### src/rtl/neuro_pkg.sv
// Shared constants, types and sweep state encoding for the neuron state
// register (NSR) fire sweeper.
package neuro_pkg;

    localparam int NUM_NEURONS = 32;
    localparam int DATA_W      = 32;
    localparam int IDX_W       = 5;

    typedef logic [IDX_W-1:0]         nsr_idx_t;
    typedef logic signed [DATA_W-1:0] membrane_t;

    typedef enum logic [1:0] {
        IDLE,
        READ,
        UPDATE,
        DONE
    } sweep_state_e;

endpackage

### src/rtl/lif_update.sv
// Leaky-integrate-and-fire step for one neuron: leak by arithmetic shift,
// compare against threshold, reset to zero on fire.
module lif_update #(
    parameter int DATA_W = neuro_pkg::DATA_W
) (
    input  logic signed [DATA_W-1:0] v_i,
    input  logic        [4:0]        leak_shift_i,
    input  logic signed [DATA_W-1:0] threshold_i,
    output logic signed [DATA_W-1:0] new_v_o,
    output logic                     fire_o
);

    logic signed [DATA_W-1:0] vl;

    // v - (v >>> s) moves v toward zero, so it can never overflow
    assign vl      = (leak_shift_i == 5'd0) ? v_i : (v_i - (v_i >>> leak_shift_i));
    assign fire_o  = (vl >= threshold_i);
    assign new_v_o = fire_o ? '0 : vl;

endmodule

### src/rtl/nsr_fire_sweeper.sv
// Walks the NSR after accumulation, applying leak/threshold to each neuron and
// collecting spike bits; yields the shared NSR ports to the pipeline.
module nsr_fire_sweeper #(
    parameter int NUM_NEURONS = neuro_pkg::NUM_NEURONS,
    parameter int DATA_W      = neuro_pkg::DATA_W,
    parameter int IDX_W       = neuro_pkg::IDX_W
) (
    input  logic                     clk,
    input  logic                     reset,
    input  logic                     start,
    input  logic [IDX_W:0]           num_neurons,
    input  logic signed [DATA_W-1:0] threshold,
    input  logic [4:0]               leak_shift,
    input  logic                     pipe_nsr_we,
    input  logic [IDX_W-1:0]         pipe_nsr_wa,
    output logic [IDX_W-1:0]         nsr_ra,
    input  logic signed [DATA_W-1:0] nsr_rd,
    output logic                     nsr_we,
    output logic [IDX_W-1:0]         nsr_wa,
    output logic signed [DATA_W-1:0] nsr_wd,
    output logic                     busy,
    output logic                     done,
    output logic [NUM_NEURONS-1:0]   spike_vec,
    output logic [IDX_W:0]           spike_count
);

    import neuro_pkg::*;

    localparam int              CNT_W   = IDX_W + 1;
    localparam logic [CNT_W-1:0] MAX_CNT = CNT_W'(NUM_NEURONS);

    sweep_state_e             state_q, state_d;
    logic [IDX_W-1:0]         idx_q, idx_d;
    logic [CNT_W-1:0]         count_q, count_d;
    logic signed [DATA_W-1:0] thr_q, thr_d;
    logic [4:0]               shift_q, shift_d;
    logic signed [DATA_W-1:0] v_q, v_d;
    logic [NUM_NEURONS-1:0]   spike_vec_q, spike_vec_d;
    logic [CNT_W-1:0]         spike_cnt_q, spike_cnt_d;

    logic signed [DATA_W-1:0] new_v;
    logic                     fire;
    logic [CNT_W-1:0]         start_cnt;
    logic                     last_idx;
    logic                     stale;

    assign start_cnt = (num_neurons > MAX_CNT) ? MAX_CNT : num_neurons;
    assign last_idx  = ({1'b0, idx_q} == (count_q - CNT_W'(1)));
    // A pipeline write to the neuron we hold invalidates the sampled value
    assign stale     = pipe_nsr_we && (pipe_nsr_wa == idx_q);

    lif_update #(
        .DATA_W(DATA_W)
    ) u_lif (
        .v_i          (v_q),
        .leak_shift_i (shift_q),
        .threshold_i  (thr_q),
        .new_v_o      (new_v),
        .fire_o       (fire)
    );

    always_comb begin
        state_d     = state_q;
        idx_d       = idx_q;
        count_d     = count_q;
        thr_d       = thr_q;
        shift_d     = shift_q;
        v_d         = v_q;
        spike_vec_d = spike_vec_q;
        spike_cnt_d = spike_cnt_q;
        nsr_we      = 1'b0;
        nsr_wa      = '0;
        nsr_wd      = '0;
        case (state_q)
            IDLE: begin
                if (start) begin
                    count_d     = start_cnt;
                    thr_d       = threshold;
                    shift_d     = leak_shift;
                    spike_vec_d = '0;
                    spike_cnt_d = '0;
                    idx_d       = '0;
                    state_d     = (start_cnt == '0) ? DONE : READ;
                end
            end
            READ: begin
                if (!pipe_nsr_we) begin
                    v_d     = nsr_rd;
                    state_d = UPDATE;
                end
            end
            UPDATE: begin
                if (stale) begin
                    state_d = READ;
                end else if (!pipe_nsr_we) begin
                    nsr_we = 1'b1;
                    nsr_wa = idx_q;
                    nsr_wd = new_v;
                    if (fire) begin
                        spike_vec_d[idx_q] = 1'b1;
                        spike_cnt_d        = spike_cnt_q + CNT_W'(1);
                    end
                    if (last_idx) begin
                        state_d = DONE;
                    end else begin
                        idx_d   = idx_q + IDX_W'(1);
                        state_d = READ;
                    end
                end
            end
            DONE: state_d = IDLE;
            default: state_d = IDLE;
        endcase
    end

    always_ff @(posedge clk) begin
        if (reset) begin
            state_q     <= IDLE;
            idx_q       <= '0;
            count_q     <= '0;
            thr_q       <= '0;
            shift_q     <= '0;
            v_q         <= '0;
            spike_vec_q <= '0;
            spike_cnt_q <= '0;
        end else begin
            state_q     <= state_d;
            idx_q       <= idx_d;
            count_q     <= count_d;
            thr_q       <= thr_d;
            shift_q     <= shift_d;
            v_q         <= v_d;
            spike_vec_q <= spike_vec_d;
            spike_cnt_q <= spike_cnt_d;
        end
    end

    assign nsr_ra      = idx_q;
    assign busy        = (state_q != IDLE);
    assign done        = (state_q == DONE);
    assign spike_vec   = spike_vec_q;
    assign spike_count = spike_cnt_q;

endmodule

### config.mk
export PLATFORM = sky130hd
export DESIGN_NAME = nsr_fire_sweeper
export DESIGN_NICKNAME = d
export VERILOG_FILES = /design/src/rtl/neuro_pkg.sv /design/src/rtl/lif_update.sv /design/src/rtl/nsr_fire_sweeper.sv
export SDC_FILE = /design/constraint.sdc
export NUM_CORES = 1
export LEC_CHECK = 0
export CAP_MARGIN = 20
export CORE_UTILIZATION = 35
export DETAILED_ROUTE_END_ITERATION = 6
export SLEW_MARGIN = 20
export SYNTH_ARGS = -nofsm -noshare
export SYNTH_HDL_FRONTEND = slang
export SYNTH_HIERARCHICAL = 1
export SYNTH_SLANG_ARGS = --single-unit
### constraint.sdc
create_clock -name clk -period 7.2 [get_ports clk]
set_input_delay 1.8 -clock clk [delete_from_list [all_inputs] [get_ports clk]]
set_output_delay 1.8 -clock clk [all_outputs]
set_load 0.03 [all_outputs]
==> results_dict.tcl <==
set metrics [dict create \
    status "finished, violations left" \
    violations "setup timing" \
    synth.cell_area_mm2 0.00959 \
    final.setup.worst_slack_ps -1010 \
    synth_nets 1458 \
    grt_setup_unrepaired "yes" \
    hold_viol 0 \
    mostFrequentLayoutCells "251 x nand2_1, 229 x buf_4, 133 x a21oi_1, 133 x clkdlybuf4s50_1, 118 x dfxtp_1" \
    die_area_mm2 0.0281 \
    ys_ff_latch 120 \
    dpl.cell_count 1944 \
    rows 60 \
    insertion_delay_ps 430 \
    holdCritStartpoint "thr_q[17]" \
    area_delta_synth_final_pct 53.1 \
    die_x_um 168 \
    timing.critical_path.buf_inv 4 \
    max_slew_margin_pct 36.7 \
    vias 10681 \
    timing.rr.end "spike_count[5]" \
    power.density_mw_per_mm2 295 \
    path_class "flip-flop to output port" \
    reg2reg_depth 31 \
    cts_inserted_buffers 17 \
    post-route-min-period_ps 8210 \
    cts_tree "built" \
    power_mw 4.33 \
    io_pins 167 \
    final_common_cell "nand2_1" \
    timing.final.crit_share_pct 114 \
    min_to "thr_q[17]" \
    synth.distinct_cells 63 \
    grt_pass1_wl_um 56200 \
    slew_viol_final 0 \
    cp_data_arrival_time_ps 6410 \
    worstPathRequired_ps 5400 \
    core_region_area_mm2 0.0270 \
    yosys_warnings 6 \
    routed_via_density 5.34 \
    seq_area_mm2 0.00241 \
    p_leak_nw 6.09 \
    layout-drive-gt1-share_pct 29.3 \
    grt_start_max_net_pins 50 \
    finalNonFillerCells 2000 \
    wl_per_cell_um 18.0 \
    cts_buffer_depth 2 \
    wl_um 36100 \
    min_path_type "flip-flop to flip-flop" \
    grt-ovfl-total 0 \
    start_util_pct 35.6 \
    async_flop_share_pct 0 \
    cap_violations 0 \
    crit_path_end_kind "output port" \
    finalSetupViolCount 32 \
    drt_first_pass_iters 6 \
    ir_worst_vdd_uv 170 \
    dp_hpwl_um 27400 \
    ant_nets 0 \
    final_nets 1800 \
    grt_use_total_pct 25.4 \
    nFillCells 2502 \
    cts_max_level 4 \
    grt_pass1_vias 10481 \
    gp_congestion 0.956 \
    die_h_um 168 \
    avgSynthCellArea_um2 7.35 \
    cts_hold_buffers 0 \
    cts_sinks 120 \
    cp_slowest_cell "dfxtp_4" \
    fmax_ghz 0.122 \
    root_buffer "clkbuf_16" \
    drt_iter0_drc 783 \
    syn_inst 1304 \
    antenna_found_initial 0 \
    diodes 0 \
    r2r_setup_slack_ps 600 \
    timing.rr.start "shift_q[1]" \
    multiInputGateArea_mm2 0.00730 \
    holdPathStages 2 \
    drc 0 \
    ys.flop_type "dfxtp_1" \
    finClkSkew_ps 19.5 \
    crit_family "compound AO/OA/AOI/OAI gates" \
    cp-startpoint "shift_q[1]" \
    critPathMaxFanout 7 \
    cpPeakStageDelay_ps 420 \
    synth_edf_count 0 \
    clk_pin_slew_worst_paths_ps 60 \
    port_buffers 166 \
    seq_area_frac_synth_pct 25.0 \
    tightest_slew_ps 946 \
    startpoint_type "flip-flop" \
]
## stage by stage
step	setup slack [ps]	hold slack, ps	util, %	cell area [µm²]	TNS (ps)
global route	-1200	475	54.5	14700	-35710
CTS	-864	456	52.9	14300	-25670
global placement	-764	444	49.1	13200	-22860
floorplan	-84.5	435	-	9840	-1700
finish	-1010	454	54.5	14700	-30220
detailed placement	-880	448	49.1	13200	-26000
## area by class of cell
| type | count | share of cell area, % |
|---|---|---|
| clock buffers | 18 | 2.99 |
| inverters | 52 | 1.34 |
| multi-input cells | 1043 | 49.8 |
| well taps | 341 | 2.91 |
| repair buffers | 412 | 25.5 |
| flip-flops and latches | 120 | 16.4 |
| clock inverters | 14 | 1.08 |
## per-layer routing
metal | vias up | routed length (µm) | global-route usage, %
met4 | 0 | 1270 | 9.97
met5 | - | 0 | 0
met2 | 319 | 17300 | 42.8
met1 | 5017 | 15800 | 32.6
li1 | 5281 | - | -
met3 | 64 | 1720 | 3.33
## registers in the layout (all words and copies together) (netlist names)
name         count
count_q          6
nsr_ra           5
shift_q          5
spike_count      6
spike_vec       32
state_q          2
thr_q           32
v_q             32
## kinds of logic (layout without fill, tap and decap cells)
kind of cell	after synthesis	after routing	share of synthesized area, %
compound gates	359	359	23.2
xor+xnor	36	36	3.29
fa+ha+maj	70	70	9.21
mux	66	66	8.86
simple gates	512	512	24.5
buf+inv	141	496	5.84
flops	120	120	25.0
## worst min-delay path: stages (launching register included)
cell	delay [ps]
dfxtp_1	310
nand2_1	50
a21oi_1	50
## worst max-delay path by stage
stage | slack [ps] | to | cells past startpoint
after global routing | -1200 | nsr_wd[5] | 26
after CTS | -860 | nsr_wd[15] | 29
after detailed placement | -880 | nsr_wd[15] | 29
after global placement | -760 | nsr_wd[15] | 28
final | -1010 | nsr_wd[5] | 28
after floorplan | -80 | nsr_wd[19] | 28
## cells in the mapped netlist, drive strengths merged, types with 4 or more instances
cell      n  area share, %
a21oi   156            8.2
o21bai    5           0.39
nand3b   11           0.86
nand2   252            9.9
nand2b   13           0.85
a211o     5           0.46
xor2     16            1.5
a21boi    4           0.31
a21o     28            2.2
nor4      4           0.26
buf      20            1.1
clkbuf   69            2.7
nand3    10           0.52
mux4     13            3.1
mux2i    35            3.7
nand4    13           0.85
and3     46            3.0
xnor2    20            1.8
a31oi    29            1.9
nor3b     5           0.39
ha       69            9.0
o21ai    58            3.1
nor2b    22            1.4
mux2     18            2.2
o21a     25            2.0
a211oi   20            2.2
nor3     21            1.1
nor2     95            3.7
dfxtp   120             25
inv      51            2.0
o211ai    8           0.63
and2      9           0.59
## timing repair
item	4_1_cts	5_1_grt
cloned	1	3
resized for setup	94	67
pin swaps	10	26
hold endpoints to repair	0	0
setup endpoints to repair	32	32
buffers inserted	9	11
## power by group
group          total, mW  leakage [nW]  internal [mW]  switching, mW
Sequential         0.751         0.976          0.708         0.0435
Clock              0.878         0.289          0.527          0.351
Combinational       2.70          4.83           1.31           1.39
No activity file was read; power rests on OpenSTA's default activity.
